**config.mk**
```make
export PLATFORM = sky130hd
export DESIGN_NAME = abcd_sweep_sequencer_flat
export DESIGN_NICKNAME = d
export VERILOG_FILES = /design/src/rtl/abcd_sweep_pkg.sv /design/src/rtl/abcd_sweep_sequencer_if.sv /design/src/rtl/abcd_dwell_timer.sv /design/src/rtl/abcd_sweep_sequencer.sv /design/src/flat_wrapper.sv
export SDC_FILE = /design/constraint.sdc
export NUM_CORES = 1
export LEC_CHECK = 0
export CAP_MARGIN = 40
export CORE_MARGIN = 2
export CORE_UTILIZATION = 27
export DETAILED_ROUTE_END_ITERATION = 10
export GPL_ROUTABILITY_DRIVEN = 0
export MAX_ROUTING_LAYER = met4
export SYNTH_ARGS = -nofsm -noshare
export SYNTH_HDL_FRONTEND = slang
export SYNTH_SLANG_ARGS = --single-unit
```
**constraint.sdc**
```tcl
create_clock -name clock -period 2.4 [get_ports clock]
set_clock_uncertainty 0.1 [all_clocks]
set_input_delay 0.24 -clock clock [delete_from_list [all_inputs] [get_ports clock]]
set_output_delay 0.24 -clock clock [all_outputs]
set_load 0.005 [all_outputs]
```
**src/rtl/abcd_sweep_pkg.sv**
```systemverilog
// abcd_sweep_pkg: shared types and constants for the ABCD decoder sweep sequencer.
//   CODE_W/MAP_W   code width and truth-table map width
//   state_t        sequencer FSM states IDLE/DRIVE/STEP/DONE
//   Y1_EXPECT      golden Y1 truth table (minterms 4,5,6,7,11,12,13)
//   Y2_EXPECT      golden Y2 truth table (minterms 1,2,4,5)
//   range_mask()   bits lo..hi set, used to limit golden compares to the swept range
package abcd_sweep_pkg;
    localparam int CODE_W = 4;
    localparam int MAP_W = 2 ** CODE_W;
    localparam logic [MAP_W-1:0] Y1_EXPECT = 16'h38F0;
    localparam logic [MAP_W-1:0] Y2_EXPECT = 16'h0036;
    typedef enum logic [1:0] {IDLE, DRIVE, STEP, DONE} state_t;
    function automatic logic [MAP_W-1:0] range_mask(input logic [CODE_W-1:0] lo, input logic [CODE_W-1:0] hi);
        range_mask = '0;
        for (int i = 0; i < MAP_W; i++)
            range_mask[i] = (i >= int'(lo)) && (i <= int'(hi));
    endfunction
endpackage

```
**src/rtl/abcd_sweep_sequencer_if.sv**
```systemverilog
// abcd_sweep_sequencer_if: control, status and decoder-loop signals of the sweep sequencer.
//   start/dir/pause/lo/hi   sweep request and bounds (master -> slave)
//   Y1_in/Y2_in             decoder response (master -> slave)
//   A,B,C,D/code_valid      code driven into the decoder (slave -> master)
//   busy/done/err           sweep status (slave -> master)
//   y1_map/y2_map           captured truth tables (slave -> master)
//   mismatch                golden-compare flag, present only with SWEEP_CHECK_EN
interface abcd_sweep_sequencer_if;
    import abcd_sweep_pkg::*;
    logic start, dir, pause;
    logic [CODE_W-1:0] lo, hi;
    logic Y1_in, Y2_in;
    logic A, B, C, D, code_valid;
    logic busy, done, err;
    logic [MAP_W-1:0] y1_map, y2_map;
`ifdef SWEEP_CHECK_EN
    logic mismatch;
`endif
    modport master (
        output start, dir, pause, lo, hi, Y1_in, Y2_in,
        input A, B, C, D, code_valid, busy, done, err, y1_map, y2_map
`ifdef SWEEP_CHECK_EN
        , input mismatch
`endif
    );
    modport slave (
        input start, dir, pause, lo, hi, Y1_in, Y2_in,
        output A, B, C, D, code_valid, busy, done, err, y1_map, y2_map
`ifdef SWEEP_CHECK_EN
        , output mismatch
`endif
    );
endinterface

```
**src/rtl/abcd_dwell_timer.sv**
```systemverilog
// abcd_dwell_timer: per-code dwell counter with pause and terminal-count flag.
//   clock, reset   clock and synchronous active-high reset
//   run            counter active (sequencer in DRIVE); held at 0 otherwise
//   pause          freezes the counter
//   tc             last dwell cycle and not paused: capture and leave DRIVE this edge
module abcd_dwell_timer #(
    parameter int DWELL = 5
) (
    input  logic clock,
    input  logic reset,
    input  logic run,
    input  logic pause,
    output logic tc
);
    localparam int W = $clog2(DWELL + 1);
    logic [W-1:0] cnt;
    always_ff @(posedge clock) begin
        if (reset || !run)
            cnt <= '0;
        else if (!pause)
            cnt <= cnt + W'(1);
    end
    assign tc = run && !pause && (cnt == W'(DWELL - 1));
endmodule

```
**src/rtl/abcd_sweep_sequencer.sv**
```systemverilog
// abcd_sweep_sequencer: sweeps codes lo..hi into the ABCD decoder and captures Y1/Y2 truth-table maps.
//   clock, reset   clock and synchronous active-high reset
//   bus            abcd_sweep_sequencer_if.slave: request, bounds, decoder loop, status, maps
//   DWELL          cycles each code is held; response sampled on the last one
//   Optional macro SWEEP_CHECK_EN adds bus.mismatch, set at DONE when a swept map bit differs from the golden tables.
module abcd_sweep_sequencer
    import abcd_sweep_pkg::*;
#(
    parameter int DWELL = 5
) (
    input logic clock,
    input logic reset,
    abcd_sweep_sequencer_if.slave bus
);
    state_t state, state_nx;
    logic [CODE_W-1:0] code, lo_r, hi_r;
    logic dir_r, tc, at_end, accept, reject;
    logic [MAP_W-1:0] y1_map, y2_map;

    abcd_dwell_timer #(.DWELL(DWELL)) u_timer (
        .clock (clock),
        .reset (reset),
        .run   (state == DRIVE),
        .pause (bus.pause),
        .tc    (tc)
    );

    always_comb begin
        state_nx = state;
        accept = (state == IDLE) && bus.start && (bus.lo <= bus.hi);
        reject = (state == IDLE) && bus.start && (bus.lo > bus.hi);
        at_end = dir_r ? (code == lo_r) : (code == hi_r);
        unique case (state)
            IDLE:  state_nx = accept ? DRIVE : IDLE;
            DRIVE: state_nx = tc ? STEP : DRIVE;
            STEP:  state_nx = at_end ? DONE : DRIVE;
            DONE:  state_nx = IDLE;
        endcase
    end

    always_ff @(posedge clock) begin
        state <= reset ? IDLE : state_nx;
    end

    // Status outputs are registered so they change on the edge the FSM leaves a state:
    // done rises on the edge leaving DONE, one cycle after the last STEP.
    always_ff @(posedge clock) begin
        if (reset) begin
            code <= '0;
            lo_r <= '0;
            hi_r <= '0;
            dir_r <= 1'b0;
            y1_map <= '0;
            y2_map <= '0;
            bus.code_valid <= 1'b0;
            bus.busy <= 1'b0;
            bus.done <= 1'b0;
            bus.err <= 1'b0;
        end else begin
            bus.err <= reject;
            bus.done <= (state == DONE);
            if (accept) begin
                lo_r <= bus.lo;
                hi_r <= bus.hi;
                dir_r <= bus.dir;
                code <= bus.dir ? bus.hi : bus.lo;
                y1_map <= '0;
                y2_map <= '0;
                bus.busy <= 1'b1;
                bus.code_valid <= 1'b1;
            end
            if (tc) begin
                y1_map[code] <= bus.Y1_in;
                y2_map[code] <= bus.Y2_in;
            end
            if (state == STEP && !at_end)
                code <= dir_r ? code - CODE_W'(1) : code + CODE_W'(1);
            if (state == DONE) begin
                bus.busy <= 1'b0;
                bus.code_valid <= 1'b0;
            end
        end
    end

`ifdef SWEEP_CHECK_EN
    always_ff @(posedge clock) begin
        if (reset || accept)
            bus.mismatch <= 1'b0;
        else if (state == DONE)
            bus.mismatch <= |(((y1_map ^ Y1_EXPECT) | (y2_map ^ Y2_EXPECT)) & range_mask(lo_r, hi_r));
    end
`endif

    assign {bus.A, bus.B, bus.C, bus.D} = code;
    assign bus.y1_map = y1_map;
    assign bus.y2_map = y2_map;
endmodule
```
**src/flat_wrapper.sv**
```systemverilog
// flat-port wrapper written by rule: the top's interface ports become plain ports
module abcd_sweep_sequencer_flat import abcd_sweep_pkg::*;
#(
    parameter int DWELL = 5
)
  (clock, reset, bus_start, bus_dir, bus_pause, bus_lo, bus_hi, bus_Y1_in, bus_Y2_in, bus_A, bus_B, bus_C, bus_D, bus_code_valid, bus_busy, bus_done, bus_err, bus_y1_map, bus_y2_map);
  abcd_sweep_sequencer_if bus_i ();
  input logic clock;
  input logic reset;
  input wire logic [$bits(bus_i.start)-1:0] bus_start;
  input wire logic [$bits(bus_i.dir)-1:0] bus_dir;
  input wire logic [$bits(bus_i.pause)-1:0] bus_pause;
  input wire logic [$bits(bus_i.lo)-1:0] bus_lo;
  input wire logic [$bits(bus_i.hi)-1:0] bus_hi;
  input wire logic [$bits(bus_i.Y1_in)-1:0] bus_Y1_in;
  input wire logic [$bits(bus_i.Y2_in)-1:0] bus_Y2_in;
  output wire logic [$bits(bus_i.A)-1:0] bus_A;
  output wire logic [$bits(bus_i.B)-1:0] bus_B;
  output wire logic [$bits(bus_i.C)-1:0] bus_C;
  output wire logic [$bits(bus_i.D)-1:0] bus_D;
  output wire logic [$bits(bus_i.code_valid)-1:0] bus_code_valid;
  output wire logic [$bits(bus_i.busy)-1:0] bus_busy;
  output wire logic [$bits(bus_i.done)-1:0] bus_done;
  output wire logic [$bits(bus_i.err)-1:0] bus_err;
  output wire logic [$bits(bus_i.y1_map)-1:0] bus_y1_map;
  output wire logic [$bits(bus_i.y2_map)-1:0] bus_y2_map;
  assign bus_i.start = bus_start;
  assign bus_i.dir = bus_dir;
  assign bus_i.pause = bus_pause;
  assign bus_i.lo = bus_lo;
  assign bus_i.hi = bus_hi;
  assign bus_i.Y1_in = bus_Y1_in;
  assign bus_i.Y2_in = bus_Y2_in;
  assign bus_A = bus_i.A;
  assign bus_B = bus_i.B;
  assign bus_C = bus_i.C;
  assign bus_D = bus_i.D;
  assign bus_code_valid = bus_i.code_valid;
  assign bus_busy = bus_i.busy;
  assign bus_done = bus_i.done;
  assign bus_err = bus_i.err;
  assign bus_y1_map = bus_i.y1_map;
  assign bus_y2_map = bus_i.y2_map;
  abcd_sweep_sequencer #(.DWELL(DWELL)) u_core (.clock(clock), .reset(reset), .bus(bus_i));
endmodule
```
==> out/metrics.yaml, run 1 <==
floorplanning:
  core_region_area_sq_um: 9200
  rows: 35
  design.die.area_sq_um: 10200
  io_pins: 55
  start_util_pct: 27.7
  die_h_microns: 101
  die_w_microns: 101
drt:
  wl_met3_microns: 322
  wl_mm: 6.86
  wl_met1_mm: 3.24
  dr.max_layer_used: "met4"
  antenna_left: 0
  dr_wl_met2_mm: 3.19
  first_pass_iters: 4
  route.vias.total: 2442
  viasPerCell: 4.95
  route.detailed.drc: 0
  wire_per_inst_microns: 13.9
  drt_iter0_drc: 106
pwr:
  switching_power_mw: 0.515
  leakage_nw: 1.14
  power.share.switching_pct: 27.2
  seq_power_share_pct: 49.1
  intPower_mw: 1.38
  p_comb_share_pct: 16.8
  p_per_area_nw_per_um2: 560
  pwr-share-clk_pct: 34.1
  ir_drop_mv: 0.245
synth:
  yosys_warnings: 0
  synthDistinctLibCells: 39
  yosysSeqAreaShare_pct: 41.7
  syn-cell-area_sq_um: 2550
  async_flop_share_pct: 0
  synth_edf_count: 0
  syn_nets: 351
  postSynthCellCount: 327
  syn_avg_cell_area_sq_um: 7.79
  synth_ff_type: "dfxtp_1"
  ys_seq_elements: 53
timing:
  max_slew_margin_pct: 56.2
  setup_tns_ns: 0
  setup_violations: 0
  slew_viol_final: 0
  min_period_ns: 2.07
  hold_viol: 0
  period_share_pct: 86.2
  worst_slew_pin_slew_ns: 0.655
  grt_setup_unrepaired: "no"
  fmax_mhz: 483
worst_setup_path:
  start_kind: "register"
  path_class: "reg2reg"
  critPathMaxFanout: 8
  cp.arrival_ns: 2.18
  worstSetupEndpointType: "register"
  crit_required_ns: 2.51
global_route:
  grt_max_degree: 28
  grt.overflow.total: 0
  grt_pass1_wl_mm: 11.4
  grt_pass1_vias: 2402
  antenna_found_initial: 0
  track_usage_pct: 14.2
final_layout:
  antenna_cells: 0
  fin_nets: 405
  drive_above_1_share_pct: 7.85
  final_util_pct: 36.7
  design_area_sq_um: 3380
  area_delta_synth_final_pct: 32.6
clock_tree:
  cts_resized: 0
  clkTransAtPathRegs_ns: 0.10
  cts_setup_buffers: 0
  htreeDepth: 2
  cts_tree: "built"
  clock_latency_ns: 0.31
  cts-root-buf: "clkbuf_8"
  holdBufCountCts: 0
  clk_path_buf_depth: 2
  numClockSinks: 53
  cts_inserted_buffers: 5
run_status:
  status: "finished clean"
placement:
  io_buffers: 54
  placed_cell_area_sq_um: 3260
  hpwl_mm: 5.14
min_path:
  min_path_type: "reg2reg"
job:
  max-cap-violations: 0
[per-stage QoR]
step                std cells  power [mW]  hold WS, ns  setup WS, ns
floorplan                 327        1.14        0.276         0.485
global placement          485        1.26        0.344        0.0561
detailed placement        485        1.27        0.356        0.0375
CTS                       493        1.91        0.369         0.304
global route              493        1.98        0.396         0.153
finish                    493        1.89        0.362         0.330
[cell usage in the layout (no fill, tap or decap), types with 2 or more instances in the layout]
cell type	Yosys	final
nor4_1	4	4
or2_2	4	4
nand2b_1	3	3
a21oi_1	50	50
nand2_1	57	57
nor2_1	21	21
xor2_1	3	3
dfxtp_1	53	53
inv_1	11	11
clkdlybuf4s50_1	0	54
nand4_1	3	3
nand3_1	41	41
o21ai_1	2	2
ha_1	8	8
mux2i_1	6	6
clkbuf_8	0	6
nor3_1	3	3
nor2b_1	4	4
a211oi_1	2	2
or4_1	3	3
buf_4	1	16
o211ai_1	4	4
xnor2_1	6	6
[flip-flops by register name, summed over array words and instances, names as in the netlist]
name and cells:
u_core.u_timer.cnt 3, u_core.bus.busy 1, u_core.dir_r 1, u_core.bus.y1_map 16
u_core.state 2, u_core.hi_r 4, u_core.bus.err 1, u_core.lo_r 4
u_core.bus.y2_map 16, u_core.code 4, u_core.bus.done 1
[layout make-up]
cell class              count  area [sq um]
inverters                  11          41.3
repair buffers             71           681
well taps                 111           139
flip-flops and latches     53          1060
fillers                   972          5820
multi-input cells         239          1340
clock inverters             2          37.5
clock buffers               6          82.6
[metal layers]
metal | vias to the layer above | GRT usage, %
met5 | - | -
met4 | 0 | 4.05
met3 | 9 | 2.70
met2 | 65 | 23.6
met1 | 1132 | 17.6
li1 | 1236 | -
[power by group through the flow]
stage	combinational [mW]	clock, mW	sequential [mW]
finish	0.318	0.645	0.928
global route	0.351	0.693	0.932
floorplan	0.200	0	0.944
CTS	0.318	0.661	0.929
detailed placement	0.316	0	0.949
global placement	0.313	0	0.948
[cell usage after synthesis, types with 6 or more instances]
library cell  count  area, sq um
nand2_1          57          214
dfxtp_1          53         1060
a21oi_1          50          250
nand3_1          41          205
nor2_1           21         78.8
clkbuf_1         16         60.1
inv_1            11         41.3
ha_1              8          100
buf_2             6         30.0
mux2i_1           6         60.1
xnor2_1           6         52.6
[critical path, cell delays in order (launching register included)]
cell,delay (ns)
dfxtp_1,0.51
inv_1,0.15
or4_1,0.67
or3_1,0.38
nand3_1,0.10
a21oi_1,0.06
[path summary, 6_finish.rpt]
kind                                                  start                               end  slack [ns]  cells past startpoint
worst max-delay path            u_core.code[3]$_SDFFE_PP0P_  u_core.bus.y1_map[12]$_SDFF_PP0_        0.33                      5
worst min-delay path            u_core.lo_r[1]$_SDFFE_PP0P_       u_core.lo_r[1]$_SDFFE_PP0P_        0.36                      2
worst max register to register  u_core.code[3]$_SDFFE_PP0P_  u_core.bus.y1_map[12]$_SDFF_PP0_        0.33                      5
worst min register to register  u_core.lo_r[1]$_SDFFE_PP0P_       u_core.lo_r[1]$_SDFFE_PP0P_        0.36                      2
[cells by family after synthesis]
logic type	count (synthesis)	synth area share (%)
simple gates	147	26.7
compound gates	68	15.6
flops	53	41.7
buf+inv	35	5.90
xor+xnor	9	3.10
fa+ha+maj	9	4.72
mux	6	2.36
(Power assumes the default switching activity.)
==> run 2: changes to the inputs <==
Settings changed: GPL_ROUTABILITY_DRIVEN 0 to unset, REMOVE_ABC_BUFFERS set to 1, SLEW_MARGIN set to 25.
==> out/metrics.yaml, run 2 (synthesis results as in run 1) <==
run_status:
  status: "finished clean"
pwr:
  power.share.switching_pct: 27.4  # +0.14 points
  ir_drop_mv: 0.297  # +21%
  p_comb_share_pct: 17.5  # +0.7 points
  pwr-share-clk_pct: 32.9  # -1.2 points
  intPower_mw: 1.36  # -1.3%
  p_per_area_nw_per_um2: 555  # -0.80%
  seq_power_share_pct: 49.6  # +0.5 points
  leakage_nw: 1.14  # -0.56%
  switching_power_mw: 0.512  # -0.61%
worst_setup_path:
  critPathMaxFanout: 6  # -2
  ff2ff_path_depth: 5  # unchanged
  rr_endpoint: "u_core.code[0]$_SDFFE_PP0P_"
  crit_required_ns: 2.52  # about the same
  r2r_slack_ns: 0.23  # -0.10 ns
  regToRegStartpoint: "u_core.dir_r$_SDFFE_PP0P_"
  cp_num_buf_inv: 0  # -1
  cp.arrival_ns: 2.29  # +0.11 ns
  crit_family: "compound AO/OA/AOI/OAI gates"
  slowest_stage: "o41ai_2"
  start_kind: "register"
  path_class: "reg2reg"
  path_cells: "mux2i_1, xnor2_1, o41ai_2, o21ai_1, a221oi_1"
  cp_slowest_stage_delay_ns: 0.58  # -0.09 ns
  worstSetupEndpointType: "register"
floorplanning:
  design.die.area_sq_um: 10200  # unchanged
  core_region_area_sq_um: 9200  # unchanged
  die_h_microns: 101  # unchanged
  die_w_microns: 101  # unchanged
  start_util_pct: 27.7  # unchanged
  rows: 35  # unchanged
  io_pins: 55  # unchanged
timing:
  slew_viol_final: 0  # unchanged
  worst_slack_ns: 0.226  # -0.104 ns
  max_slew_margin_pct: 55.5  # -0.71 points
  min_period_ns: 2.17  # +0.104 ns
  grt_setup_unrepaired: "no"
  setup_violations: 0  # unchanged
  period_share_pct: 90.6  # +4.3 points
  hold_viol: 0  # unchanged
  fmax_mhz: 460  # -4.8%
  worst_slew_pin_slew_ns: 0.665  # +0.0106 ns
  setup_tns_ns: 0  # unchanged
final_layout:
  mostFrequentLayoutCell: "nand2_1"
  area_delta_synth_final_pct: 32.2
  drive_above_1_share_pct: 7.11  # -0.75 points
  top_regs: "u_core.bus.y1_map (16), u_core.bus.y2_map (16)"
  fillers: 961  # -1.1%
  final_cell_mix: "nand2_1 (57), clkdlybuf4s50_1 (54), dfxtp_1 (53)"
  antenna_cells: 0  # unchanged
  fin_nets: 403  # -0.49%
clock_tree:
  clk_path_buf_depth: 2  # unchanged
  cts_inserted_buffers: 5  # unchanged
  holdBufCountCts: 0  # unchanged
  clock_latency_ns: 0.31  # about the same
  clkTransAtPathRegs_ns: 0.10  # about the same
  htreeDepth: 2  # unchanged
  cts_resized: 0  # unchanged
  cts-root-buf: "clkbuf_8"
  cts_setup_buffers: 0  # unchanged
  numClockSinks: 53  # unchanged
  cts_tree: "built"
drt:
  wl_mm: 6.64  # -3.2%
  route.detailed.drc: 0  # unchanged
  first_pass_iters: 4  # unchanged
  drt_iter0_drc: 107  # +0.94%
  wire_per_inst_microns: 13.5  # -2.8%
  viasPerCell: 4.97  # +0.37%
  route.vias.total: 2441  # -0.041%
  antenna_left: 0  # unchanged
placement:
  place_congestion: 0.861
  io_buffers: 54  # unchanged
  pre_cts_slack_ns: -0.0205  # -0.0580 ns
  hpwl_mm: 4.98  # -3.0%
global_route:
  grt_pass1_wl_mm: 10.8  # -5.1%
  grt_pass1_vias: 2313  # -3.7%
  antenna_found_initial: 0  # unchanged
  grt_max_degree: 24  # -14%
  track_usage_pct: 13.4  # -0.79 points
  grt.overflow.total: 0  # unchanged
min_path:
  hp-start: "u_core.lo_r[3]$_SDFFE_PP0P_"
  hold_depth: 2  # unchanged
  min_path_type: "reg2reg"
  min_delay_worst_endpoint: "u_core.lo_r[3]$_SDFFE_PP0P_"
job:
  max-cap-violations: 0  # unchanged
-- run 2: per-stage QoR --
stage	cell area, sq um	power [mW]	util, %	instances	hold slack [ns]
floorplan	2440	1.11	-	303	0.209
global placement	3250	1.27	35.4	483	0.343
detailed placement	3250	1.27	35.4	483	0.347
CTS	3370	1.88	36.6	491	0.359
global route	3370	1.95	36.6	491	0.384
finish	3370	1.87	36.6	491	0.359
-- run 2: layer usage --
layer	vias to the layer above	track usage [%]	part of all wire, %
met5	-	-	0
met4	0	3.53	1.2
met3	8	2.29	5.7
met2	83	21.6	46
met1	1122	17.4	47
li1	1228	-	-
-- run 2: layout make-up --
cell class	count	area (sq um)	share of cell area (%)
Inverter	11	41.3	1.23
Clock buffer	6	72.6	2.16
Timing Repair Buffer	69	678	20.1
Clock inverter	2	38.8	1.15
Sequential cell	53	1060	31.5
Tap cell	111	139	4.13
Multi-Input combinational cell	239	1340	39.7
-- run 2: tightest hold or removal path, delay by kind of cell, from the launching register on --
family	cells	cell delay, ns
AND/OR/NAND/NOR	1	0.05
AO/OA/AOI/OAI	1	0.05
flip-flops	1	0.32
-- run 2: power groups by stage --
stage	clock (mW)	sequential [mW]	combinational, mW
floorplan	0	0.954	0.152
global placement	0	0.947	0.320
detailed placement	0	0.947	0.326
CTS	0.630	0.927	0.327
global route	0.660	0.931	0.360
finish	0.616	0.927	0.327
-- run 2: how the worst max path moves through the flow --
| stage | cells after the start | slack [ns] | to | start |
|---|---|---|---|---|
| CTS | 5 | 0.24 | u_core.code[0]$_SDFFE_PP0P_ | u_core.dir_r$_SDFFE_PP0P_ |
| floorplan | 7 | 0.07 | u_core.code[0]$_SDFFE_PP0P_ | bus_hi[1] |
| global placement | 9 | 0.05 | u_core.bus.busy$_SDFFE_PP0P_ | bus_hi[1] |
| global route | 5 | 0.05 | u_core.code[0]$_SDFFE_PP0P_ | u_core.dir_r$_SDFFE_PP0P_ |
| finish | 5 | 0.23 | u_core.code[0]$_SDFFE_PP0P_ | u_core.dir_r$_SDFFE_PP0P_ |
| detailed placement | 9 | -0.02 | u_core.bus.y2_map[5]$_SDFF_PP0_ | bus_hi[1] |
